<file path="src/rtl/sdram_pkg.sv">
// Shared constants, FSM encoding and pointer helper for the SDRAM burst writer.
package sdram_pkg;

  localparam int ADDR_W    = 24;
  localparam int DATA_W    = 16;
  localparam int BURST_LEN = 4;

  localparam logic [1:0] REQ_NONE  = 2'b00;
  localparam logic [1:0] REQ_READ  = 2'b01;
  localparam logic [1:0] REQ_WRITE = 2'b10;

  localparam logic MODE_SINGLE = 1'b0;
  localparam logic MODE_BURST  = 1'b1;

  typedef enum logic [2:0] {
    ST_IDLE,
    ST_BURST,
    ST_SINGLE,
    ST_GAP,
    ST_FDONE
  } wr_state_e;

  typedef logic [BURST_LEN-1:0][DATA_W-1:0] burst_t;

  // Ring-pointer add: returns {wrapped, next_ptr}; anything past the last word restarts at base.
  function automatic logic [ADDR_W:0] ptr_add(input logic [ADDR_W-1:0] ptr,
                                              input logic [ADDR_W:0]   inc,
                                              input logic [ADDR_W-1:0] base,
                                              input logic [ADDR_W-1:0] last);
    logic [ADDR_W:0] sum;
    sum = {1'b0, ptr} + inc;
    if (sum > {1'b0, last}) return {1'b1, base};
    return {1'b0, sum[ADDR_W-1:0]};
  endfunction

endpackage

</file>
<file path="src/rtl/sdram_wr_fifo.sv">
// Sample FIFO with a four-word look-ahead window so a whole burst can be popped in one cycle.
module sdram_wr_fifo
  import sdram_pkg::*;
#(
  parameter int DEPTH = 8
) (
  input  logic                      clk,
  input  logic                      rst,
  input  logic                      push_i,
  input  logic [DATA_W-1:0]         wdata_i,
  input  logic [2:0]                pop_n_i,
  output burst_t                    peek_o,
  output logic [$clog2(DEPTH):0]    count_o,
  output logic                      full_o,
  output logic                      empty_o
);

  localparam int AW = $clog2(DEPTH);

  logic [DATA_W-1:0] mem_q [DEPTH];
  logic [AW-1:0]     rd_q, wr_q;
  logic [AW:0]       cnt_q;
  logic              push_ok;

  assign push_ok = push_i & ~full_o;
  assign full_o  = (cnt_q == (AW+1)'(DEPTH));
  assign empty_o = (cnt_q == '0);
  assign count_o = cnt_q;

  always_ff @(posedge clk) begin
    if (rst) begin
      rd_q  <= '0;
      wr_q  <= '0;
      cnt_q <= '0;
    end else begin
      if (push_ok) wr_q <= wr_q + 1'b1;
      rd_q  <= rd_q + AW'(pop_n_i);
      cnt_q <= cnt_q + (AW+1)'(push_ok) - (AW+1)'(pop_n_i);
    end
  end

  always_ff @(posedge clk) begin
    if (push_ok) mem_q[wr_q] <= wdata_i;
  end

  for (genvar k = 0; k < BURST_LEN; k++) begin : g_peek
    assign peek_o[k] = mem_q[rd_q + AW'(k)];
  end

endmodule

</file>
<file path="src/rtl/sdram_burst_writer.sv">
// Packs a 16-bit sample stream into four-word SDRAM writes on a circular address ring.
// Optional SDRAM_WR_STATS_EN adds burst and stall counters.
module sdram_burst_writer
  import sdram_pkg::*;
#(
  parameter int                FIFO_DEPTH = 8,
  parameter logic [ADDR_W-1:0] BASE_ADDR  = 24'h000000,
  parameter logic [ADDR_W-1:0] END_ADDR   = 24'hFFFFFF
) (
  input  logic              clk,
  input  logic              rst,
  input  logic [DATA_W-1:0] s_data,
  input  logic              s_valid,
  output logic              s_ready,
  input  logic              i_flush,
  output logic              o_flush_done,
  output logic              o_mode,
  output logic [ADDR_W-1:0] o_addr,
  output logic [DATA_W-1:0] o_data1,
  output logic [DATA_W-1:0] o_data2,
  output logic [DATA_W-1:0] o_data3,
  output logic [DATA_W-1:0] o_data4,
  output logic [1:0]        o_req,
  input  logic [1:0]        i_done,
  output logic [ADDR_W-1:0] o_wr_ptr,
  output logic              o_wrapped
`ifdef SDRAM_WR_STATS_EN
  ,
  output logic [31:0]       o_burst_cnt,
  output logic [31:0]       o_stall_cnt
`endif
);

  localparam int CW = $clog2(FIFO_DEPTH) + 1;

  wr_state_e         state_q, state_d;
  logic [1:0]        req_q, req_d;
  logic              mode_q, mode_d;
  logic [ADDR_W-1:0] addr_q, addr_d;
  burst_t            data_q, data_d;
  logic [ADDR_W-1:0] ptr_q, ptr_d;
  logic              wrapped_q, wrapped_d;
  logic              flushing_q, flushing_d;

  logic [2:0]        pop_n;
  burst_t            peek;
  logic [CW-1:0]     count;
  logic              full, empty;
  logic [ADDR_W:0]   nxt;
  logic [1:0]        pad;
  logic              unused_done0;

  assign unused_done0 = i_done[0];
  assign s_ready      = ~full & ~flushing_q & ~rst;

  sdram_wr_fifo #(.DEPTH(FIFO_DEPTH)) u_fifo (
    .clk     (clk),
    .rst     (rst),
    .push_i  (s_valid & s_ready),
    .wdata_i (s_data),
    .pop_n_i (pop_n),
    .peek_o  (peek),
    .count_o (count),
    .full_o  (full),
    .empty_o (empty)
  );

  always_ff @(posedge clk) begin
    if (rst) begin
      state_q    <= ST_IDLE;
      req_q      <= REQ_NONE;
      mode_q     <= MODE_SINGLE;
      addr_q     <= BASE_ADDR;
      data_q     <= '0;
      ptr_q      <= BASE_ADDR;
      wrapped_q  <= 1'b0;
      flushing_q <= 1'b0;
    end else begin
      state_q    <= state_d;
      req_q      <= req_d;
      mode_q     <= mode_d;
      addr_q     <= addr_d;
      data_q     <= data_d;
      ptr_q      <= ptr_d;
      wrapped_q  <= wrapped_d;
      flushing_q <= flushing_d;
    end
  end

  always_comb begin
    state_d    = state_q;
    req_d      = req_q;
    mode_d     = mode_q;
    addr_d     = addr_q;
    data_d     = data_q;
    ptr_d      = ptr_q;
    wrapped_d  = wrapped_q;
    flushing_d = flushing_q | i_flush;
    pop_n      = 3'd0;
    nxt        = '0;
    pad        = 2'd0;
    unique case (state_q)
      ST_IDLE: begin
        // Complete groups always drain before any flush leftovers.
        if (count >= CW'(BURST_LEN)) begin
          pop_n   = 3'd4;
          data_d  = peek;
          mode_d  = MODE_BURST;
          addr_d  = ptr_q;
          req_d   = REQ_WRITE;
          state_d = ST_BURST;
        end else if (flushing_q && !empty) begin
          pop_n     = 3'd1;
          data_d    = '0;
          data_d[0] = peek[0];
          mode_d    = MODE_SINGLE;
          addr_d    = ptr_q;
          req_d     = REQ_WRITE;
          state_d   = ST_SINGLE;
        end else if (flushing_q) begin
          state_d = ST_FDONE;
        end
      end
      ST_BURST, ST_SINGLE: begin
        if (i_done[1]) begin
          nxt       = ptr_add(ptr_q, (state_q == ST_BURST) ? 25'd4 : 25'd1, BASE_ADDR, END_ADDR);
          ptr_d     = nxt[ADDR_W-1:0];
          wrapped_d = wrapped_q | nxt[ADDR_W];
          req_d     = REQ_NONE;
          state_d   = ST_GAP;
        end
      end
      ST_GAP: state_d = ST_IDLE;
      ST_FDONE: begin
        // Skip the unwritten tail of a partial group so the next burst stays aligned.
        pad        = 2'd0 - ptr_q[1:0];
        nxt        = ptr_add(ptr_q, {23'd0, pad}, BASE_ADDR, END_ADDR);
        ptr_d      = nxt[ADDR_W-1:0];
        wrapped_d  = wrapped_q | nxt[ADDR_W];
        flushing_d = 1'b0;
        state_d    = ST_IDLE;
      end
      default: state_d = ST_IDLE;
    endcase
  end

  assign o_flush_done = (state_q == ST_FDONE);
  assign o_req        = req_q;
  assign o_mode       = mode_q;
  assign o_addr       = addr_q;
  assign o_data1      = data_q[0];
  assign o_data2      = data_q[1];
  assign o_data3      = data_q[2];
  assign o_data4      = data_q[3];
  assign o_wr_ptr     = ptr_q;
  assign o_wrapped    = wrapped_q;

`ifdef SDRAM_WR_STATS_EN
  logic [31:0] burst_cnt_q, stall_cnt_q;

  always_ff @(posedge clk) begin
    if (rst) begin
      burst_cnt_q <= '0;
      stall_cnt_q <= '0;
    end else begin
      if (state_q == ST_BURST && i_done[1]) burst_cnt_q <= burst_cnt_q + 32'd1;
      if (s_valid && !s_ready)              stall_cnt_q <= stall_cnt_q + 32'd1;
    end
  end

  assign o_burst_cnt = burst_cnt_q;
  assign o_stall_cnt = stall_cnt_q;
`endif

endmodule

</file>
<file path="config.mk">
export PLATFORM = sky130hd
export DESIGN_NAME = sdram_burst_writer
export DESIGN_NICKNAME = d
export VERILOG_FILES = /design/src/rtl/sdram_pkg.sv /design/src/rtl/sdram_wr_fifo.sv /design/src/rtl/sdram_burst_writer.sv
export SDC_FILE = /design/constraint.sdc
export NUM_CORES = 1
export LEC_CHECK = 0
export CORE_MARGIN = 5
export CORE_UTILIZATION = 57
export DETAILED_ROUTE_END_ITERATION = 16
export PLACE_DENSITY = 0.78
export SKIP_CTS_REPAIR_TIMING = 1
export SLEW_MARGIN = 20
export SYNTH_ARGS = -nofsm -noshare
export SYNTH_HDL_FRONTEND = slang
export SYNTH_SLANG_ARGS = --single-unit
export TNS_END_PERCENT = 30
</file>
<file path="constraint.sdc">
create_clock -name clk -period 4.3 [get_ports clk]
set_clock_uncertainty 0.1 [all_clocks]
set_input_delay 0.86 -clock clk [delete_from_list [all_inputs] [get_ports clk]]
set_output_delay 0.86 -clock clk [all_outputs]
set_load 0.02 [all_outputs]
</file>
---- Yosys cells after proc, flatten, opt, wreduce, memory -nomap -nowiden ----
Memory sizes are Yosys's and may differ from the RTL's. A register that Yosys moved wholly into a read port is not among the register bits.
Index checks and enable logic that the tools add are counted.
storage, ports and cells
  bits of input ports ..................... 22
  register bits ........................... 130
  bits in writable memories ............... 128
  memories ................................ 1
  word-level logic and storage cells ...... 96
  output and inout port bits .............. 118
memories
  name          words  bits a word  read ports  clocked after Yosys merged registers in  write ports  RTL line             source
  u_fifo.mem_q  8      16           4           1                                        1            sdram_wr_fifo.sv:20  logic [DATA_W-1:0] mem_q [DEPTH];
operators by class
  reduce and logical (&&, ||, !) cells .... 13
  equal/unequal tests ..................... 7
  magnitude comparators ................... 3
  add/sub/neg operators ................... 10
  muxes and demuxes ....................... 38
  bitwise gates (word level) .............. 10
operator list
  kind                                                                                number
  25-bit two-way mux                                                                  7
  64-bit two-way mux                                                                  2
  24-bit two-way mux                                                                  3
  25-bit by 24-bit greater-than comparator with 1-bit output (second input constant)  2
  24-bit one-hot mux with 2 select lines                                              1
  24-bit by 2-bit adder with 25-bit output                                            1
  24-bit by 3-bit adder with 25-bit output                                            1
  3-bit two-way mux                                                                   8
  1-bit two-way mux                                                                   11
  3-bit by 1-bit adder with 3-bit output (second input constant)                      2
  3-bit by 2-bit adder with 3-bit output (second input constant)                      2
  2-bit two-way mux                                                                   3
  3-bit one-hot mux with 2 select lines                                               1
  2-bit AND reduction                                                                 3
  2-bit nonzero test                                                                  3
  4-bit by 1-bit adder with 4-bit output                                              1
  1-bit AND                                                                           4
  4-bit equality test (second input constant)                                         1
  4-bit by 3-bit >= comparator with 1-bit output (second input constant)              1
  4-bit zero test                                                                     1
  4-bit inequality test (second input constant)                                       1
  2-bit one-hot mux with 2 select lines                                               1
  2-bit OR reduction                                                                  2
  4-bit by 3-bit subtractor with 4-bit output                                         1
  14 further kinds                                                                    18

---- Longest topological paths before layout ----
Gate-level depths: netlist of the first run.
  depth in word-level cells ............... 13
  mapped depth ............................ 12
  mapped depth without buffers ............ 10

---- Cells and area by module ----
A second synthesis of the first run with hierarchy kept.
second synthesis, totals
  cells, all modules ...................... 1015
  area total of the unflattened synthesis .. 12672.2 µm²
modules (own cells, without submodules)
  module              area each (µm²)  instances  cells an instance  sequential area each (µm²)
  sdram_wr_fifo       7727.4           1          422                4043.9
  sdram_burst_writer  4944.7           1          593                2382.3

---- Worst setup path before layout of the first run ----
Ideal clock, no wire load.
  path type ............................... input-to-reg
  from .................................... input port rst
  to ...................................... memory u_fifo.mem_q[4][0], enable pin
  stages .................................. 4
  path slack .............................. 41 ps
  arrival ................................. 3723 ps
  path buffers ............................ 1
  library setup time ...................... 436 ps
  cell sequence ........................... clkbuf_8 -> a311oi_1 -> nand2_1 -> nor4b_1
on the way
  word-level cells in the longest chain between the ends .. 6
RTL lines
  item                                     RTL line                  source
  from (decl)                              sdram_burst_writer.sv:11  input logic rst,
  1-bit NOT                                sdram_burst_writer.sv:54  assign s_ready = ~full & ~flushing_q & ~rst;
  1-bit AND                                sdram_burst_writer.sv:54
  via s_ready                              sdram_burst_writer.sv:14  output logic s_ready,
  1-bit AND                                sdram_burst_writer.sv:59  .push_i (s_valid & s_ready),
  1-bit AND                                sdram_wr_fifo.sv:25       assign push_ok = push_i & ~full_o;
  1-bit two-way mux                        sdram_wr_fifo.sv:43       if (push_ok) mem_q[wr_q] <= wdata_i;
  1-bit two-way mux (not written as such)  sdram_wr_fifo.sv:43
  to (decl)                                sdram_wr_fifo.sv:20
The timed path passes the listed nets, and every way through them passes these cells.

---- Final worst setup path of the first run ----
  from .................................... register state_q[2]
  to ...................................... output port o_flush_done
on the way
  word-level cells in the longest chain between the ends .. 1
RTL lines
  item                    RTL line                   source
  from (decl)             sdram_burst_writer.sv:36   wr_state_e state_q, state_d;
  from (signal assigned)  sdram_burst_writer.sv:79   state_q <= state_d;
  3-bit equality test     sdram_burst_writer.sv:147  assign o_flush_done = (state_q == ST_FDONE);
  to (decl)               sdram_burst_writer.sv:16   output logic o_flush_done,
No other way between the ends.

==> results of run 1 <==
-- sequential cells by signal, indices dropped and copies added (netlist names) --
signal and cells:
u_fifo.mem_q 128, o_addr 24, o_wr_ptr 24, o_data1 16, o_data2 16, o_data3 16, o_data4 16, u_fifo.count_o 4
state_q 3, u_fifo.rd_q 3, u_fifo.wr_q 3, flushing_q 1, o_mode 1, o_req 1, o_wrapped 1
-- cell families (layout without fill, tap and decap cells) --
logic type / after synthesis / count (layout) / synth area share [%]
adder cells (fa/ha/maj): 16 / 16 / 1.64
buffers and inverters: 103 / 227 / 4.10
other: 1 / 1 / 0.0296
flip-flops: 257 / 257 / 50.7
multiplexers: 145 / 145 / 19.4
XOR/XNOR: 22 / 22 / 1.52
AO/OA/AOI/OAI: 187 / 187 / 9.04
AND/OR/NAND/NOR: 390 / 390 / 13.6
-- area by class of cell --
type                       instances  share of cell area, %
tap                              280                   2.32
sequential                       257                   42.6
timing repair buffer             164                   10.4
multi-input combinational        761                   38.5
inverter                          15                  0.373
clock buffer                      36                   4.83
clock inverter                    12                  0.962
-- through the flow --
stage	hold WS (ns)	std cells
global placement	0.340	1477
CTS	0.355	1525
global route	0.377	1525
detailed placement	0.346	1477
floorplan	0.338	1121
finish	0.354	1525
-- critical path, cell delays in order, from the launching register on --
cell and delay, ns:
dfxtp_1 0.41, or3b_2 0.68, inv_1 0.14, clkdlybuf4s50_1 0.62
-- metal layers --
| layer | share of wire (%) | up-vias | track usage [%] | routed length [um] |
|---|---|---|---|---|
| met4 | 3.3 | 2 | 8.03 | 1100 |
| met3 | 7.9 | 79 | 4.79 | 2650 |
| li1 | - | 4369 | - | - |
| met5 | 0.036 | - | 0 | 12 |
| met2 | 50 | 409 | 44.6 | 16800 |
| met1 | 38 | 4789 | 32.6 | 12900 |
-- cell usage after synthesis, types with 11 or more instances --
cell type	n
a21oi_1	105
a311oi_1	18
buf_2	11
clkbuf_1	52
dfxtp_1	129
edfxtp_1	128
ha_1	15
inv_1	15
mux2i_1	64
mux4_2	80
nand2_1	158
nand3_1	14
nor2_1	137
nor3_1	24
o21ai_0	15
xnor2_1	12
-- report_power, final --
part           switching, W  leakage [nW]  internal (W)
registers          0.000247          2.20       0.00284
logic               0.00157          2.31       0.00121
clock network      0.000960         0.423       0.00132
total               0.00277          4.94       0.00536
-- path summary, 6_finish.rpt --
path	start	to	slack, ns	cells past startpoint
worst min-delay path	o_addr[23]	o_addr[23]	0.35	2
worst max register to register	u_fifo.rd_q[0]	o_data2[4]	1.15	7
worst min register to register	o_addr[23]	o_addr[23]	0.35	2
worst max-delay path	state_q[2]	o_flush_done	0.96	3
==> parameters.txt, run 1 <==
Parameter                              Value

Status
  Outcome ... finished clean

Timing
  Final Setup Violations ... 0
  RSZ-0062 raised after global routing ... no
  Setup tns final ... 0 ns
  Number of pins with negative max-slew slack in the final report ... 0
  Measured slew at the worst slew-check pin ... 1.07 ns
  Highest clock rate ... 299 MHz
  Final clock period utilization by the worst path ... 77.8%
  Worst-case setup margin in the final layout ... 0.956 ns
  Worst slew margin relative to its limit ... 28.6%
  Final Hold Fails ... 0
  Post-layout minimum cycle time ... 3.34 ns

Drt
  Avg Vias per Cell ... 6.33
  Initial drt markers ... 678
  Routed wirelength normalized by instance count ... 21.9 um
  Post-detailed-route DRC marker count ... 0
  Remaining antenna violation count ... 0
  Number of vias after detailed routing ... 9648
  Total Wirelength ... 33400 um
  Detailed-routing iteration count for the pre-antenna-repair pass ... 5

Cells and area
  Number of diodes ... 0
  Number of nets in the layout ... 1263
  Multi-input gate area ... 0.00580 sq mm
  Most used cells in the layout excluding fill and tap cells ... 157 x nand2_1, 137 x nor2_1, 136 x clkdlybuf4s50_1, 128 x edfxtp_1, 127 x dfxtp_1
  Final Core Density ... 69.1%
  Fill cell total of the finished layout ... 1548
  Fraction of final layout cells sized beyond drive strength 1 ... 14.1%
  Post-layout instance area ... 0.0151 sq mm
  Sequential standard cell area ... 0.00643 sq mm
  Most frequent standard cell in the layout excluding fill and tap cells ... nand2_1
  Layout Area Growth over Synthesis ... 19.1%

Die
  Vert. Die Dim ... 159 um
  Die Footprint ... 0.0253 sq mm
  Core ar. ... 0.0218 sq mm
  Starting utilization of the core area ... 58.0%
  Top-level port count ... 140
  Row cnt ... 54
  Die width ... 159 um

Global routing
  Vias in the first global route ... 9510
  Total congestion overflow after global routing ... 0
  Number of antenna violations at the first check in global routing ... 1
  Global-route wire length before repair ... 53200 um
  Pin count of the biggest net entering global routing ... 71
  GR Util All Layers ... 25.6%

Placed design
  Pre-CTS WS ... 1.17 ns
  Port bufs ... 137
  Placer congestion estimate ... 0.974
  Detailed placement HPWL ... 21800 um
  Placed Instance Area ... 0.0142 sq mm

Job
  MaxCap Viol Count ... 0

CTS
  TritonCTS clock tree ... done
  Worst-path clk slew ... 0.06 ns
  H-tree depth ... 1
  Maximum clock insertion buffer count ... 3
  Number of buffers added by the clock tree synthesis step ... 26
  Master cell of the clock root buffer ... clkbuf_16
  Clock insertion delay at the later pin of the skew report ... 0.54 ns
  Num Clock Sinks ... 257

Critical path
  Worst-path maximum fanout ... 18
  Required time of the critical path ... 3.34 ns
  Critical path endpoint category ... output port
  Data arrival time of the critical path ... 2.38 ns
  Classification of the worst setup path ... flip-flop to output port
  Worst Setup Start Kind ... flip-flop

Logic synthesis
  #FFs+latches synth ... 257
  Synth unique cells ... 69
  Average cell area after synthesis ... 11.3 sq um
  Post-synth top area share ... 30.3%
  Leading register cell type out of synthesis ... dfxtp_1
  Total number of yosys warnings ... 0
  Proportion of synthesized chip area in sequential cells ... 50.7%
  Async SR Flop Fraction ... 0%
  Biggest area consumer among synthesized cells ... edfxtp_1
  Number of nets in the synthesized netlist ... 1159
  Post-Synthesis Cells ... 1121
  Mapped cell area ... 0.0127 sq mm
  Number of enable flip-flop cells after synthesis ... 128
  Top cells by area, synth ... edfxtp_1 30%, dfxtp_1 20%, mux4_2 14%

Power and ir drop
  Leakage Power ... 4.94 nW
  PwrDens ... 539 mW/mm^2
  Final Total Pwr ... 0.00813 W
  Worst vdd rail ir drop ... 0.410 mV

Min path
  Path class of the lowest-slack min-delay path ... flip-flop to flip-flop
(Power assumes the default switching activity.)
==> run 2, diff against run 1 <==
Settings changed: CORE_UTILIZATION 57 to 51, PLACE_DENSITY 0.78 to 0.73.
Clock period 4.3 ns to 2.9 ns, I/O delays scaled along.
==> run 2 against run 1 <==
Against the previous run:
- register-to-register slack got worse by 0.95 ns
- combinational power increased by 54%
- highest routed layer is now met4
- count of clock-buffer cells in the layout increased by 2
- largest power group unchanged
- worst setup slack got worse by 0.87 ns
- power increased by 55%
- critical path depth unchanged
- sequential share of layout area decreased by 1.4 points
- largest cell class unchanged
- final area increased by 3.3%
- sequential power increased by 48%
- non-clock buffer count increased by 31
==> parameters.txt, run 2 (synthesis results as in run 1) <==
Parameter                              Value

Critical path
  Worst Setup Start Kind ... flip-flop
  Worst-path maximum fanout ... 6 (-12)
  Cells along the critical path ... nor2_1, a311oi_4, clkdlybuf4s50_1
  Cell family contributing the most delay on the critical path ... buffers and inverters
  Critical-path cell with the highest stage delay ... clkdlybuf4s50_1
  Worst stage delay on the critical path ... 0.66 ns (-0.02 ns)
  Classification of the worst setup path ... flip-flop to output port
  Required time of the critical path ... 2.22 ns (-1.12 ns)
  Critical path buffer and inverter count ... 1 (-1)
  Data arrival time of the critical path ... 2.14 ns (-0.24 ns)
  Critical path endpoint category ... output port

Global routing
  Number of antenna violations at the first check in global routing ... 0 (-1)
  Global-route wire length before repair ... 54600 um (+2.7%)
  Vias in the first global route ... 9781 (+2.8%)
  GR Util All Layers ... 24.2% (-1.4 points)
  Total congestion overflow after global routing ... 0 (unchanged)
  Pin count of the biggest net entering global routing ... 126 (+77%)

Die
  Die Footprint ... 0.0281 sq mm (+11%)
  Starting utilization of the core area ... 51.9% (-6.1 points)
  Core ar. ... 0.0244 sq mm (+12%)
  Row cnt ... 57 (+5.6%)
  Vert. Die Dim ... 168 um (+5.4%)
  Die width ... 168 um (+5.4%)
  Top-level port count ... 140 (unchanged)

Cells and area
  Number of diodes ... 0 (unchanged)
  Final Core Density ... 63.9% (-5.2 points)
  Fraction of final layout cells sized beyond drive strength 1 ... 16.6% (+2.5 points)
  Most flop-heavy register ... u_fifo.mem_q
  Layout Area Growth over Synthesis ... 23.1%
  Final standard cell count with taps included and fillers excluded ... 1604 (+5.2%)
  Most frequent standard cell in the layout excluding fill and tap cells ... nand2_1
  Number of nets in the layout ... 1296 (+2.6%)
  Flip-flop count of the largest register after layout ... 128 (unchanged)
  Most used cells in the layout excluding fill and tap cells ... 157 x nand2_1, 136 x nor2_1, 135 x clkdlybuf4s50_1, 128 x edfxtp_1, 127 x dfxtp_1

CTS
  H-tree depth ... 1 (unchanged)
  Maximum clock insertion buffer count ... 3 (unchanged)
  TritonCTS clock tree ... done
  Num Clock Sinks ... 257 (unchanged)
  Master cell of the clock root buffer ... clkbuf_16
  Clock insertion delay at the later pin of the skew report ... 0.55 ns (about the same)
  Number of buffers added by the clock tree synthesis step ... 28 (+7.7%)
  Worst-path clk slew ... 0.06 ns (about the same)

Drt
  Routed wirelength normalized by instance count ... 21.5 um (-2.1%)
  Total Wirelength ... 34400 um (+3.0%)
  Number of vias after detailed routing ... 9699 (+0.53%)
  Initial drt markers ... 759 (+12%)
  Avg Vias per Cell ... 6.05 (-4.4%)
  Remaining antenna violation count ... 0 (unchanged)
  Post-detailed-route DRC marker count ... 0 (unchanged)
  Detailed-routing iteration count for the pre-antenna-repair pass ... 6 (+1)

Timing
  Highest clock rate ... 355 MHz
  Final Hold Fails ... 0 (unchanged)
  Number of pins with negative max-slew slack in the final report ... 0 (unchanged)
  Worst slew margin relative to its limit ... 36.5% (+7.9 points)
  Final clock period utilization by the worst path ... 97.2%
  Post-layout minimum cycle time ... 2.82 ns
  RSZ-0062 raised after global routing ... yes
  Final Setup Violations ... 0 (unchanged)
  Measured slew at the worst slew-check pin ... 0.949 ns (-0.122 ns)

Power and ir drop
  PwrDens ... 808 mW/mm^2 (+50%)
  Leakage Power ... 5.18 nW (+5.0%)
  Worst vdd rail ir drop ... 0.584 mV (+43%)

Job
  MaxCap Viol Count ... 0 (unchanged)

Placed design
  Detailed placement HPWL ... 22900 um (+5.1%)
  Placer congestion estimate ... 0.961 (-1.4%)
  Number of cells in the design after placement ... 1552 (+5.1%)
  Port bufs ... 137 (unchanged)

Status
  Outcome ... finished clean

Min path
  Path class of the lowest-slack min-delay path ... flip-flop to flip-flop
==> run 2: final cells by class <==
cell class,count,area (sq um)
timing repair buffer,195,1860
tap,324,405
sequential,257,6430
fill,1907,8810
inverter,15,56.3
clock inverter,14,223
clock buffer,38,758
multi-input combinational,761,5850
==> run 2: final timing paths <==
path | end | depth (start not counted) | slack (ns) | startpoint
min reg2reg | o_addr[17] | 2 | 0.35 | o_addr[17]
max | s_ready | 3 | 0.08 | u_fifo.count_o[1]
max reg2reg | o_wr_ptr[20] | 10 | 0.20 | state_q[1]
min | o_addr[17] | 2 | 0.35 | o_addr[17]
==> run 2: worst min-delay path, stage by stage (launching register included) <==
cell     delay, ns
dfxtp_1       0.30
nand2_1       0.05
a21oi_1       0.05
==> run 2: per-layer routing <==
| metal | global-route usage (%) | part of all wire [%] | wire (um) |
|---|---|---|---|
| met3 | 4.13 | 7.4 | 2560 |
| met1 | 31.7 | 40 | 13600 |
| met2 | 41.4 | 50 | 17200 |
| met5 | 0 | 0 | 0 |
| met4 | 8.05 | 3.1 | 1080 |
==> run 2: through the flow <==
step	hold WS [ns]	total power, W	setup slack [ns]	setup TNS [ns]	area, sq um
finish	0.351	0.0126	0.0821	0	15600
global route	0.370	0.0132	-0.0930	-0.152	15600
CTS	0.355	0.0127	0.00326	0	15600
detailed placement	0.347	0.00890	0.249	0	14600
global placement	0.342	0.00883	0.205	0	14600
floorplan	0.338	0.00732	-0.162	-1.62	12800
==> run 2: report_power, final <==
| part | total, W | internal [W] | switching (W) | leakage, nW |
|---|---|---|---|---|
| Combinational | 0.00429 | 0.00190 | 0.00239 | 2.50 |
| Clock | 0.00375 | 0.00229 | 0.00146 | 0.481 |
| Sequential | 0.00455 | 0.00421 | 0.000338 | 2.20 |
==> run 3, diff against run 2 <==
Settings changed: TNS_END_PERCENT 30 to 20.
==> run 3 against run 2 <==
Against the previous run:
- first-iteration DRC count grew 5.9%
- combinational power is essentially flat
- highest routed layer unchanged
- register-to-register slack is essentially flat
- cell count is essentially flat
- non-clock buffer count shrank 2
- power shrank 0.87%
- flip-flop and latch count is the same
- worst setup slack gained 0.023 ns
- via count shrank 0.61%
- largest cell class unchanged
==> parameters.txt, run 3 (synthesis results as in run 1) <==
Parameter                              Value

Drt
  Post-detailed-route DRC marker count ... 0 (unchanged)
  Total Wirelength ... 34500 um (+0.15%)
  Number of vias after detailed routing ... 9640 (-0.61%)
  Avg Vias per Cell ... 6.01 (-0.55%)
  Remaining antenna violation count ... 0 (unchanged)
  Detailed-routing iteration count for the pre-antenna-repair pass ... 7 (+1)
  Routed wirelength normalized by instance count ... 21.5 um (+0.21%)
  Initial drt markers ... 804 (+5.9%)

Placed design
  Placer congestion estimate ... 0.947 (-1.4%)
  Detailed placement HPWL ... 22400 um (-2.0%)
  Port bufs ... 137 (unchanged)
  Pre-CTS WS ... 0.207 ns (-0.0424 ns)
  Placed Instance Area ... 0.0146 sq mm (about the same)

Critical path
  Cell family contributing the most delay on the critical path ... buffers and inverters
  Worst stage delay on the critical path ... 0.67 ns (about the same)
  Data arrival time of the critical path ... 2.11 ns (-0.03 ns)
  Worst Setup Start Kind ... flip-flop
  Reg-to-reg critical path startpoint ... state_q[1]
  Critical-path cell with the highest stage delay ... clkdlybuf4s50_1
  Worst-path maximum fanout ... 6 (unchanged)
  Required time of the critical path ... 2.22 ns (about the same)
  Critical path buffer and inverter count ... 1 (unchanged)
  Classification of the worst setup path ... flip-flop to output port
  Critical path endpoint category ... output port
  Cells along the critical path ... nor2_1, a311oi_2, clkdlybuf4s50_1
  Launching instance or port of the critical path ... u_fifo.count_o[1]

Die
  Core ar. ... 0.0244 sq mm (unchanged)
  Die width ... 168 um (unchanged)
  Vert. Die Dim ... 168 um (unchanged)
  Die Footprint ... 0.0281 sq mm (unchanged)
  Row cnt ... 57 (unchanged)
  Top-level port count ... 140 (unchanged)
  Starting utilization of the core area ... 51.9% (unchanged)

CTS
  Master cell of the clock root buffer ... clkbuf_16
  Worst-path clk slew ... 0.06 ns (about the same)
  Maximum clock insertion buffer count ... 3 (unchanged)
  TritonCTS clock tree ... done
  Clock insertion delay at the later pin of the skew report ... 0.55 ns (about the same)
  H-tree depth ... 1 (unchanged)
  Number of buffers added by the clock tree synthesis step ... 28 (unchanged)
  Num Clock Sinks ... 257 (unchanged)

Min path
  Path class of the lowest-slack min-delay path ... flip-flop to flip-flop
  Min-Delay Startpoint ... o_addr[4]

Global routing
  Global-route wire length before repair ... 54400 um (-0.35%)
  GR Util All Layers ... 24.2% (-0.089 points)
  Vias in the first global route ... 9640 (-1.4%)
  Total congestion overflow after global routing ... 0 (unchanged)
  Pin count of the biggest net entering global routing ... 75 (-40%)
  Number of antenna violations at the first check in global routing ... 0 (unchanged)

Timing
  Worst slew margin relative to its limit ... 44.6% (+8.1 points)
  Final Setup Violations ... 0 (unchanged)
  Final Hold Fails ... 0 (unchanged)
  Worst-case setup margin in the final layout ... 0.105 ns (+0.0230 ns)
  Worst slack on hold paths ... 0.353 ns (+0.00136 ns)
  Final clock period utilization by the worst path ... 96.4% (-0.79 points)
  Highest clock rate ... 358 MHz (+0.82%)
  Measured slew at the worst slew-check pin ... 0.831 ns (-0.118 ns)
  Post-layout minimum cycle time ... 2.79 ns (-0.0230 ns)
  Number of pins with negative max-slew slack in the final report ... 0 (unchanged)
  RSZ-0062 raised after global routing ... yes

Status
  Outcome ... finished clean

Cells and area
  Most flop-heavy register ... u_fifo.mem_q
  Fill cell total of the finished layout ... 1888 (-1.0%)
  Flip-flop count of the largest register after layout ... 128 (unchanged)
  Sequential standard cell area ... 0.00643 sq mm (unchanged)
  Most frequent standard cell in the layout excluding fill and tap cells ... nand2_1
  Final Core Density ... 63.8% (-0.12 points)
  Number of nets in the layout ... 1294 (-0.15%)
  Layout Area Growth over Synthesis ... 22.8%
  Post-layout instance area ... 0.0156 sq mm (-0.18%)
  Most used cells in the layout excluding fill and tap cells ... 157 x nand2_1, 136 x nor2_1, 135 x clkdlybuf4s50_1, 128 x edfxtp_1, 127 x dfxtp_1
  Fraction of final layout cells sized beyond drive strength 1 ... 16.7% (+0.10 points)
  Multi-input gate area ... 0.00585 sq mm (about the same)

Job
  MaxCap Viol Count ... 0 (unchanged)

Power and ir drop
  Worst vdd rail ir drop ... 0.580 mV (-0.64%)
  PwrDens ... 802 mW/mm^2 (-0.68%)
  Leakage Power ... 5.17 nW (-0.34%)
-- run 3: cell types whose count changed in the layout (fill, tap and decap cells not counted), sizes merged --
cell | before | now
buf | 59 | 57
clkbuf | 38 | 40
diode | 0 | 1
bufinv | 5 | 3
clkinv | 8 | 7
clkinvlp | 0 | 1
-- run 3: through the flow --
stage          TNS (ns)  total power [W]  instances
3_5_place_dp          0          0.00889       1550
5_1_grt         -0.0396           0.0131       1602
6_report              0           0.0125       1603
3_3_place_gp          0          0.00883       1550
4_1_cts         -0.0291           0.0126       1602
2_1_floorplan     -3.53          0.00732       1121
-- run 3: worst reg2reg max path, cell delays in order, from the launching register on --
cell and delay [ns]:
dfxtp_1 0.44, nor2_1 0.08, nand2_1 0.10, inv_1 0.05
ha_1 0.34, a21o_1 0.19, nand4_1 0.32, nor2_1 0.37
nor3_1 0.09, a311o_1 0.27, a32o_1 0.25
-- run 3: final cells by class --
| class | instances | area share [%] |
|---|---|---|
| diodes | 1 | 0.0161 |
| clock buffers | 40 | 5.18 |
| repair buffers | 193 | 11.9 |
| flip-flops and latches | 257 | 41.3 |
| multi-input cells | 761 | 37.6 |
| clock inverters | 12 | 0.965 |
| inverters | 15 | 0.362 |
| well taps | 324 | 2.61 |
-- run 3: routing by layer --
layer,track usage [%],vias to the layer above,part of all wire (%)
met2,41.1,400,49
li1,-,4435,-
met4,6.88,0,2.5
met5,0,-,0
met3,4.50,59,7.9
met1,31.9,4746,40
-- run 3: power breakdown --
group          switching, W  internal [W]  leakage (nW)  total [W]
clock               0.00146       0.00220         0.473    0.00366
combinational       0.00238       0.00191          2.49    0.00428
sequential         0.000324       0.00421          2.20    0.00453
total               0.00417       0.00831          5.17     0.0125
-- run 3: worst paths after layout --
path	to	slack, ns	cells past startpoint
hold / removal	o_addr[4]	0.35	2
setup / recovery	s_ready	0.11	3
hold reg to reg	o_addr[4]	0.35	2
setup reg to reg	o_wr_ptr[3]	0.19	10
